$ cat config.mk
export PLATFORM = sky130hd
export DESIGN_NAME = wb_mailbox_fifo_flat
export DESIGN_NICKNAME = d
export VERILOG_FILES = /design/src/rtl/wb_mailbox_fifo_if.sv /design/src/rtl/wb_mailbox_fifo.sv /design/src/flat_wrapper.sv
export SDC_FILE = /design/constraint.sdc
export NUM_CORES = 1
export LEC_CHECK = 0
export ABC_CLOCK_PERIOD_IN_PS = 4800
export CAP_MARGIN = 30
export CORE_UTILIZATION = 40
export CTS_BUF_LIST = sky130_fd_sc_hd__clkbuf_4
export DETAILED_ROUTE_END_ITERATION = 16
export GPL_TIMING_DRIVEN = 1
export SYNTH_ARGS = -nofsm -noshare
export SYNTH_HDL_FRONTEND = slang
export SYNTH_SLANG_ARGS = --single-unit
$ cat constraint.sdc
create_clock -name WB_CLK -period 4.8 [get_ports WB_CLK]
set_clock_uncertainty 0.2 [all_clocks]
set_input_delay 0.72 -clock WB_CLK [delete_from_list [all_inputs] [get_ports WB_CLK]]
set_output_delay 0.72 -clock WB_CLK [all_outputs]
set_load 0.05 [all_outputs]
$ cat src/rtl/wb_mailbox_fifo_if.sv
// Wishbone slave bus (EOS S3 WBs_* naming) plus the fabric-side drain stream
// of the mailbox FIFO.
//   WBs_ADR/CYC/STB/WE/RD/BYTE_STB/WR_DAT : bus request, driven by the host side
//   WBs_RD_DAT/WBs_ACK                    : registered read data and acknowledge
//   M_DATA/M_VALID                        : stream head word and valid, from the mailbox
//   M_READY                               : stream ready, from the consumer
interface wb_mailbox_fifo_if;
  logic [16:0] WBs_ADR;
  logic        WBs_CYC;
  logic        WBs_STB;
  logic        WBs_WE;
  logic        WBs_RD;
  logic [3:0]  WBs_BYTE_STB;
  logic [31:0] WBs_WR_DAT;
  logic [31:0] WBs_RD_DAT;
  logic        WBs_ACK;
  logic [31:0] M_DATA;
  logic        M_VALID;
  logic        M_READY;

  modport slave (
    input  WBs_ADR, WBs_CYC, WBs_STB, WBs_WE, WBs_RD, WBs_BYTE_STB, WBs_WR_DAT,
    output WBs_RD_DAT, WBs_ACK,
    output M_DATA, M_VALID,
    input  M_READY
  );

  modport master (
    output WBs_ADR, WBs_CYC, WBs_STB, WBs_WE, WBs_RD, WBs_BYTE_STB, WBs_WR_DAT,
    input  WBs_RD_DAT, WBs_ACK,
    input  M_DATA, M_VALID,
    output M_READY
  );
endinterface

$ cat src/rtl/wb_mailbox_fifo.sv
// Mailbox FIFO behind a Wishbone slave. The host pushes 32-bit words through
// the FIFO_DATA register; fabric logic drains them via the ready/valid stream.
// Ports:
//   WB_CLK : bus/fabric clock
//   WB_RST : asynchronous active-high reset
//   bus    : Wishbone slave + stream (see wb_mailbox_fifo_if)
//   IRQ    : registered level interrupt, IRQ_EN & (OVF | empty)
// Register map (ADR[4:2]): 0 ID, 1 CTRL, 2 STATUS, 3 FIFO_DATA, 4 SCRATCH,
// 5..7 reserved (read 0, writes ignored, still acked).
module wb_mailbox_fifo #(
  parameter int          DEPTH_LOG2 = 4,
  parameter logic [31:0] ID_VALUE   = 32'h5146_4946
) (
  input  logic              WB_CLK,
  input  logic              WB_RST,
  wb_mailbox_fifo_if.slave  bus,
  output logic              IRQ
);
  localparam int DEPTH = 1 << DEPTH_LOG2;

  logic [31:0]           mem [DEPTH];
  logic [DEPTH_LOG2-1:0] rd_ptr, wr_ptr;
  logic [DEPTH_LOG2:0]   count;
  logic                  en, irq_en, ovf;
  logic [31:0]           scratch;
  logic                  ack;
  logic [31:0]           rd_dat;
  logic [31:0]           status;
  logic [31:0]           rd_mux;

  logic       xfer, wr, rd;
  logic [2:0] addr;
  logic       empty, full, m_valid, pop, push, push_ok, clr, ovf_clr;

  // The !ack term splits back-to-back strobes into one transfer every other cycle.
  assign xfer    = bus.WBs_CYC & bus.WBs_STB & ~ack;
  assign wr      = xfer & bus.WBs_WE;
  assign rd      = xfer & ~bus.WBs_WE;
  assign addr    = bus.WBs_ADR[4:2];

  assign empty   = (count == '0);
  assign full    = (count == (DEPTH_LOG2+1)'(DEPTH));
  assign m_valid = ~empty & en;
  assign clr     = wr && (addr == 3'd1) && bus.WBs_BYTE_STB[0] && bus.WBs_WR_DAT[2];
  // CLR wins over a pop in the same cycle.
  assign pop     = m_valid & bus.M_READY & ~clr;
  assign push    = wr && (addr == 3'd3);
  // A full FIFO still takes the word when the head leaves on the same edge.
  assign push_ok = push & (~full | pop);
  assign ovf_clr = wr && (addr == 3'd2) && bus.WBs_BYTE_STB[2] && bus.WBs_WR_DAT[18];

  assign bus.M_DATA     = mem[rd_ptr];
  assign bus.M_VALID    = m_valid;
  assign bus.WBs_ACK    = ack;
  assign bus.WBs_RD_DAT = rd_dat;

  logic unused_bits;
  assign unused_bits = ^{bus.WBs_ADR[16:5], bus.WBs_ADR[1:0], bus.WBs_RD};

  always_comb begin
    status                 = '0;
    status[DEPTH_LOG2:0]   = count;
    status[16]             = empty;
    status[17]             = full;
    status[18]             = ovf;
  end

  always_comb begin
    rd_mux = '0;
    case (addr)
      3'd0:    rd_mux = ID_VALUE;
      3'd1:    rd_mux = {30'd0, irq_en, en};
      3'd2:    rd_mux = status;
      3'd4:    rd_mux = scratch;
      default: rd_mux = '0;
    endcase
  end

  always_ff @(posedge WB_CLK or posedge WB_RST) begin
    if (WB_RST) begin
      ack    <= 1'b0;
      rd_dat <= '0;
    end else begin
      ack    <= xfer;
      rd_dat <= rd ? rd_mux : '0;
    end
  end

  always_ff @(posedge WB_CLK or posedge WB_RST) begin
    if (WB_RST) begin
      en      <= 1'b0;
      irq_en  <= 1'b0;
      scratch <= '0;
    end else if (wr) begin
      if (addr == 3'd1 && bus.WBs_BYTE_STB[0]) begin
        en     <= bus.WBs_WR_DAT[0];
        irq_en <= bus.WBs_WR_DAT[1];
      end
      if (addr == 3'd4) begin
        for (int b = 0; b < 4; b++) begin
          if (bus.WBs_BYTE_STB[b]) scratch[8*b +: 8] <= bus.WBs_WR_DAT[8*b +: 8];
        end
      end
    end
  end

  always_ff @(posedge WB_CLK or posedge WB_RST) begin
    if (WB_RST) begin
      rd_ptr <= '0;
      wr_ptr <= '0;
      count  <= '0;
      ovf    <= 1'b0;
    end else begin
      if (clr) begin
        rd_ptr <= '0;
        wr_ptr <= '0;
        count  <= '0;
      end else begin
        if (pop)     rd_ptr <= rd_ptr + 1'b1;
        if (push_ok) wr_ptr <= wr_ptr + 1'b1;
        if (push_ok && !pop)      count <= count + 1'b1;
        else if (pop && !push_ok) count <= count - 1'b1;
      end
      if (push && !push_ok) ovf <= 1'b1;
      else if (ovf_clr)     ovf <= 1'b0;
    end
  end

  // Storage carries no reset; contents are meaningless until pushed.
  always_ff @(posedge WB_CLK) begin
    if (push_ok) mem[wr_ptr] <= bus.WBs_WR_DAT;
  end

  always_ff @(posedge WB_CLK or posedge WB_RST) begin
    if (WB_RST) IRQ <= 1'b0;
    else        IRQ <= irq_en & (ovf | empty);
  end
endmodule
$ cat src/flat_wrapper.sv
// flat-port wrapper written by rule: the top's interface ports become plain ports
module wb_mailbox_fifo_flat 
#(
  parameter int          DEPTH_LOG2 = 4,
  parameter logic [31:0] ID_VALUE   = 32'h5146_4946
)
  (WB_CLK, WB_RST, IRQ, bus_WBs_ADR, bus_WBs_CYC, bus_WBs_STB, bus_WBs_WE, bus_WBs_RD, bus_WBs_BYTE_STB, bus_WBs_WR_DAT, bus_WBs_RD_DAT, bus_WBs_ACK, bus_M_DATA, bus_M_VALID, bus_M_READY);
  wb_mailbox_fifo_if bus_i ();
  input  logic WB_CLK;
  input  logic WB_RST;
  output logic IRQ;
  input wire logic [$bits(bus_i.WBs_ADR)-1:0] bus_WBs_ADR;
  input wire logic [$bits(bus_i.WBs_CYC)-1:0] bus_WBs_CYC;
  input wire logic [$bits(bus_i.WBs_STB)-1:0] bus_WBs_STB;
  input wire logic [$bits(bus_i.WBs_WE)-1:0] bus_WBs_WE;
  input wire logic [$bits(bus_i.WBs_RD)-1:0] bus_WBs_RD;
  input wire logic [$bits(bus_i.WBs_BYTE_STB)-1:0] bus_WBs_BYTE_STB;
  input wire logic [$bits(bus_i.WBs_WR_DAT)-1:0] bus_WBs_WR_DAT;
  output wire logic [$bits(bus_i.WBs_RD_DAT)-1:0] bus_WBs_RD_DAT;
  output wire logic [$bits(bus_i.WBs_ACK)-1:0] bus_WBs_ACK;
  output wire logic [$bits(bus_i.M_DATA)-1:0] bus_M_DATA;
  output wire logic [$bits(bus_i.M_VALID)-1:0] bus_M_VALID;
  input wire logic [$bits(bus_i.M_READY)-1:0] bus_M_READY;
  assign bus_i.WBs_ADR = bus_WBs_ADR;
  assign bus_i.WBs_CYC = bus_WBs_CYC;
  assign bus_i.WBs_STB = bus_WBs_STB;
  assign bus_i.WBs_WE = bus_WBs_WE;
  assign bus_i.WBs_RD = bus_WBs_RD;
  assign bus_i.WBs_BYTE_STB = bus_WBs_BYTE_STB;
  assign bus_i.WBs_WR_DAT = bus_WBs_WR_DAT;
  assign bus_WBs_RD_DAT = bus_i.WBs_RD_DAT;
  assign bus_WBs_ACK = bus_i.WBs_ACK;
  assign bus_M_DATA = bus_i.M_DATA;
  assign bus_M_VALID = bus_i.M_VALID;
  assign bus_i.M_READY = bus_M_READY;
  wb_mailbox_fifo #(.DEPTH_LOG2(DEPTH_LOG2), .ID_VALUE(ID_VALUE)) u_core (.WB_CLK(WB_CLK), .WB_RST(WB_RST), .bus(bus_i), .IRQ(IRQ));
endmodule
After elaboration in Yosys (flattened, before gate mapping)
Memory sizes are Yosys's and may differ from the RTL's.
Index checks and enable logic that the tools add are counted.
{"block": "totals", "reg_bits": 82, "ramBits": 512, "input_bits": 60, "out_inout_bits": 67, "wordCells": 76, "n_memories": 1}
{"name": "u_core.mem", "words": 16, "word_bits": 32, "read_ports": 1, "rd_ports_with_merged_regs": 0, "wr": 1, "line": "wb_mailbox_fifo.sv:21", "text": "logic [31:0] mem [DEPTH];"}
{"block": "op_classes", "n_addsub": 4, "eq_ne": 5, "mux": 13, "n_bitwise": 16, "reduce_logical": 24}
{"op": "32-bit case mux with 4 select lines", "count": 1}
{"op": "32-bit two-way mux", "count": 1}
{"op": "4-bit two-way mux", "count": 4}
{"op": "5-bit two-way mux", "count": 3}
{"op": "3-bit AND reduction", "count": 4}
{"op": "1-bit logical AND", "count": 11}
{"op": "1-bit bitwise AND", "count": 9}
{"op": "4-bit by 1-bit adder with 4-bit output, second input constant", "count": 2}
{"op": "3-bit by 2-bit == test with 1-bit output, second input constant", "count": 2}
{"op": "2-bit nonzero test", "count": 3}
{"op": "5-bit by 1-bit adder with 5-bit output, second input constant", "count": 1}
{"op": "5-bit == test, second input constant", "count": 1}
{"op": "5-bit logical NOT", "count": 1}
{"op": "1-bit inverter", "count": 5}
{"op": "5-bit by 1-bit subtractor with 5-bit output, second input constant", "count": 1}
{"op": "1-bit two-way mux", "count": 4}
{"op": "3-bit by 1-bit == test with 1-bit output, second input constant", "count": 1}
{"op": "3-bit == test, second input constant", "count": 1}
{"op": "3-bit logical NOT", "count": 1}
{"op": "3-bit nonzero test", "count": 1}
{"op": "1-bit logical NOT", "count": 2}
{"op": "1-bit bitwise OR", "count": 2}
{"op": "2-bit AND reduction", "count": 1}

Logic depth before layout (Yosys ltp)
{"block": "logic_depth", "depth_word": 15, "ltp_mapped": 12}

Worst setup path after synthesis
No wires, ideal clock.
{"block": "synth_path", "kind": "input to register", "startpoint": "input port bus_WBs_WE", "endpoint": "memory u_core.mem[3][0], enable pin", "setup_time_ps": 513, "arrival_time_ps": 4726, "slack_ps": -639, "path_stages": 5, "path_buffers": 1, "path_cell_list": "and4b_1 buf_2 and3_1 o21ai_2 nor4b_1"}
{"block": "synth_between", "elab_chain_len": 10}
{"item": "start: declaration", "line": "flat_wrapper.sv:15", "text": "input wire logic [$bits(bus_i.WBs_WE)-1:0] bus_WBs_WE;"}
{"item": "1-bit bitwise AND *", "line": "wb_mailbox_fifo.sv:37", "text": "assign wr = xfer & bus.WBs_WE;"}
{"item": "1-bit logical AND (3 in a row)", "line": "wb_mailbox_fifo.sv:44", "text": "assign clr = wr && (addr == 3'd1) && bus.WBs_BYTE_STB[0] && bus.WBs_WR_DAT[2];"}
{"item": "1-bit inverter", "line": "wb_mailbox_fifo.sv:46", "text": "assign pop = m_valid & bus.M_READY & ~clr;"}
{"item": "1-bit bitwise AND", "line": "wb_mailbox_fifo.sv:46"}
{"item": "1-bit bitwise OR", "line": "wb_mailbox_fifo.sv:49", "text": "assign push_ok = push & (~full | pop);"}
{"item": "1-bit bitwise AND *", "line": "wb_mailbox_fifo.sv:49"}
{"item": "1-bit two-way mux *", "line": "wb_mailbox_fifo.sv:131", "text": "if (push_ok) mem[wr_ptr] <= bus.WBs_WR_DAT;"}
{"item": "1-bit two-way mux (not written as such) *", "line": "wb_mailbox_fifo.sv:131"}
{"item": "end: declaration", "line": "wb_mailbox_fifo.sv:21"}
Every way passes the cells marked *; elsewhere a longest branch is shown, timed or not.

Worst setup path after layout
{"block": "layout_path", "startpoint": "register u_core.rd_ptr[0]", "endpoint": "output port bus_M_DATA[0]"}
{"block": "layout_between", "elab_chain_len": 1}
{"item": "start: declaration", "line": "wb_mailbox_fifo.sv:22", "text": "logic [DEPTH_LOG2-1:0] rd_ptr, wr_ptr;"}
{"item": "start signal: assignment", "line": "wb_mailbox_fifo.sv:119", "text": "if (pop) rd_ptr <= rd_ptr + 1'b1;"}
{"item": "memory read 16 x 32 bit"}
{"item": "end: declaration", "line": "flat_wrapper.sv:21", "text": "output wire logic [$bits(bus_i.M_DATA)-1:0] bus_M_DATA;"}
No other way between the ends.

==> results.cfg <==
[status]
status = completed

[sta]
finalSetupTns_ns = 0
post-route-period-util_pct = 95.87
max_freq_mhz = 217.3
hold_viol_final = 0
layout_setup_ws_ns = 0.1982
period_needed_ns = 4.602
worst_slew_pin_slew_ns = 0.8358
relSlewSlack_pct = 44.28
rsz0062_at_grt = yes
finalMaxSlewViolations = 0
holdWs_ns = 0.1160
setup_violations = 0

[logic_synthesis]
synthMuxAreaShare_pct = 17.75
yosysUniqueCellTypes = 49
synth-simple-area-share_pct = 2.470
synth-async-reset-ratio_pct = 13.80
syn_avg_cell_area_sq_um = 22.49
netlist_area_sq_mm = 0.02285
synth_compound_area_share_pct = 1.183
synth_fa_ha_area_share_pct = 0.6352
synth_top_family_by_area = multiplexers
synth_seq_cells = 594
ys.flop_type = edfxtp_1
syn_inst = 1016
syn_nets = 1087
synth_xor_area_share_pct = 0.1917
yosys_warnings = 0
yosysSeqAreaShare_pct = 76.27
synth_edf_count = 512

[worst_setup_path]
worstPathCellList = buf_6 > mux4_2 > mux4_2 > clkdlybuf4s50_1
reg2reg_from = u_core.count[0]
rrSetupSlack_ns = 1.31
cp_max_fo = 24
r2r_cells = 11
critical_path_class = flop to primary output
crit_top_cell = mux4_2
r2r-end = u_core.count[4]
crit_arrival_ns = 3.68
cp-endpoint = bus_M_DATA[0]
slowest_delay_ns = 0.72
crit_slowest_cell = clkdlybuf4s50_1
worstPathRequired_ns = 3.88
startpoint_type = flop
critPathLaunch = u_core.rd_ptr[0]
crit_path_end_kind = primary output

[finish]
final_cells = 2150
stdcell_area_sq_mm = 0.02721
area.growth.synth_to_final_pct = 19.10
seq_area_sq_mm = 0.01744
nets = 1341
drive_above_1_share_pct = 35.92
multi_input_area_sq_mm = 0.005126
fillerInstances = 4779

[route]
drt_wl_total_um = 51660
routedWlPerCell_um = 24.03
detail-route-antenna-nets = 0
drcViolationCount = 0
drtIter0Drc = 951
via_count = 11270
vias_per_cell = 5.244
firstDrtPassIters = 5

[global_route]
grt_first_pass_wirelength_um = 76530
grt_antenna_before_repair = 3
track_usage_pct = 18.70
grt_overflow_total = 0
grt_max_degree = 61
first_global_vias = 12080

[floorplanning]
row_count = 87
io_pins = 127
die_h_um = 241.0
dieArea_sq_mm = 0.05808
chipWidth_um = 241.0
core_area_sq_mm = 0.05639
initial_core_util_pct = 40.52

[power_and_ir_drop]
p_int_w = 0.009735
clkPwrFrac_pct = 31.4
worst_ir_drop_vdd_v = 0.0003464
leakagePower_nw = 9.282
switching_power_w = 0.004062
swShare_pct = 29.44
p_comb_share_pct = 26.0
power_density_mw_per_mm2 = 507.0
seqPwrFrac_pct = 42.6

[placement]
dp.cells = 1871
place_area_sq_mm = 0.02517
dp_slack_ns = 0.5108
dp_hpwl_um = 28040
port_buffers = 111
gp_congestion = 0.7649

[clocking]
path_clk_slew_ns = 0.07
cts_made_buffers = 152
cts_tree = done
cts.path.max_buffers = 3
post-cts-setup-buffers = 0
cts_sinks = 594
postCtsHoldBufs = 0
clock_latency_ns = 0.92
cts-root-buf = clkbuf_4
h-tree-depth = 4

[flow_run]
cap_violations = 0

[worst_hold_path]
hold_class = primary input to asynchronous set/reset pin
==> placed cells by master (no fill, tap or decap), drive strengths merged, types with 15 or more instances in the layout <==
master,count
buf,37
inv,23
nor2,16
mux2,34
clkdlybuf4s50,96
mux4,160
dfrtp,82
clkinv,39
and2,21
clkbuf,228
a21oi,15
nand2,18
edfxtp,512
==> worst min path at each step <==
stage / start / to / slack (ns) / cells after the start
2_1_floorplan: u_core.scratch[10] / u_core.bus.WBs_RD_DAT[10] / 0.25 / 1
3_3_place_gp: u_core.scratch[10] / u_core.bus.WBs_RD_DAT[10] / 0.26 / 1
3_5_place_dp: u_core.scratch[21] / u_core.bus.WBs_RD_DAT[21] / 0.26 / 1
4_1_cts: WB_RST / u_core.scratch[17] / 0.01 / 2
5_1_grt: WB_RST / u_core.scratch[17] / 0.11 / 2
6_report: WB_RST / u_core.bus.WBs_RD_DAT[23] / 0.12 / 2
==> layer usage <==
layer	global-route usage (%)	up-vias	wire length, um
li1	-	4861	-
met4	6.694	0	788
met2	29.21	374	25310
met5	0	-	0
met3	4.827	61	3242
met1	25.42	5978	22330
==> registers in the layout, summed over array words and instances (netlist names) <==
signal                 flops
u_core.scratch            32
u_core.wr_ptr              4
u_core.bus.WBs_RD_DAT     32
u_core.en                  1
u_core.IRQ                 1
u_core.ovf                 1
u_core.irq_en              1
u_core.rd_ptr              4
u_core.mem               512
u_core.count               5
u_core.bus.WBs_ACK         1
==> cell type report <==
type                       instances  area share [%]
clock inverter                    48          0.9931
timing repair buffer             149           6.055
sequential                       594           64.07
clock buffer                     228           6.290
multi-input combinational        355           18.84
inverter                          18          0.2575
tap                              756           3.476
antenna                            2         0.01839
==> synth_stat cells, drive strengths merged (2+ instances only) <==
cell / count / area [sq um]
a211oi: 2 / 15.01
a21o: 4 / 30.03
a21oi: 15 / 75.07
a22oi: 5 / 37.54
and2: 21 / 131.4
and3: 3 / 18.77
and3b: 2 / 17.52
and4: 8 / 70.07
buf: 26 / 188.9
clkbuf: 23 / 86.33
dfrtp: 82 / 2052
edfxtp: 512 / 15370
ha: 10 / 125.1
inv: 18 / 67.56
mux2: 34 / 382.9
mux2i: 7 / 70.07
mux4: 160 / 3603
nand2: 18 / 67.56
nand2b: 3 / 18.77
nand3: 5 / 25.02
nor2: 16 / 60.06
nor2b: 3 / 18.77
nor3: 5 / 25.02
nor4b: 5 / 43.79
o211ai: 2 / 15.01
o21a: 2 / 15.01
o21ai: 4 / 23.77
xnor2: 2 / 17.52
xor2: 3 / 26.28
==> worst max-delay path, delay by kind of cell, from the launching register on <==
kind	cells	cell delay (ns)
DFF	1	0.57
muxes	2	1.08
buffers and inverters	2	1.09
==> metrics by stage <==
| stage | util, % | power, W |
|---|---|---|
| 3_3_place_gp | 44.63 | 0.009601 |
| 5_1_grt | 48.26 | 0.01445 |
| 2_1_floorplan | - | 0.008624 |
| 3_5_place_dp | 44.63 | 0.009618 |
| 4_1_cts | 48.21 | 0.01402 |
| 6_report | 48.26 | 0.01380 |
==> kinds of logic after synthesis <==
logic type	after synthesis
AOI/OAI and AO/OA	41
xor gates and xnor gates	5
adders and majority gates	11
buffers and inverters	67
DFF	594
muxes	201
and+or+nand+nor	97
==> what timing repair did <==
item	CTS	global route
gates resized for setup	10	8
setup endpoints to repair	23	8
gates cloned	1	0
==> power by group through the flow <==
stage               clock [W]  combinational (W)  sequential (W)
floorplan                   0            0.00276         0.00586
global placement            0            0.00362         0.00598
detailed placement          0            0.00363         0.00598
CTS                   0.00449            0.00366         0.00588
global route          0.00474            0.00382         0.00590
finish                0.00434            0.00358         0.00588
Power figures use the tool's default switching activity.
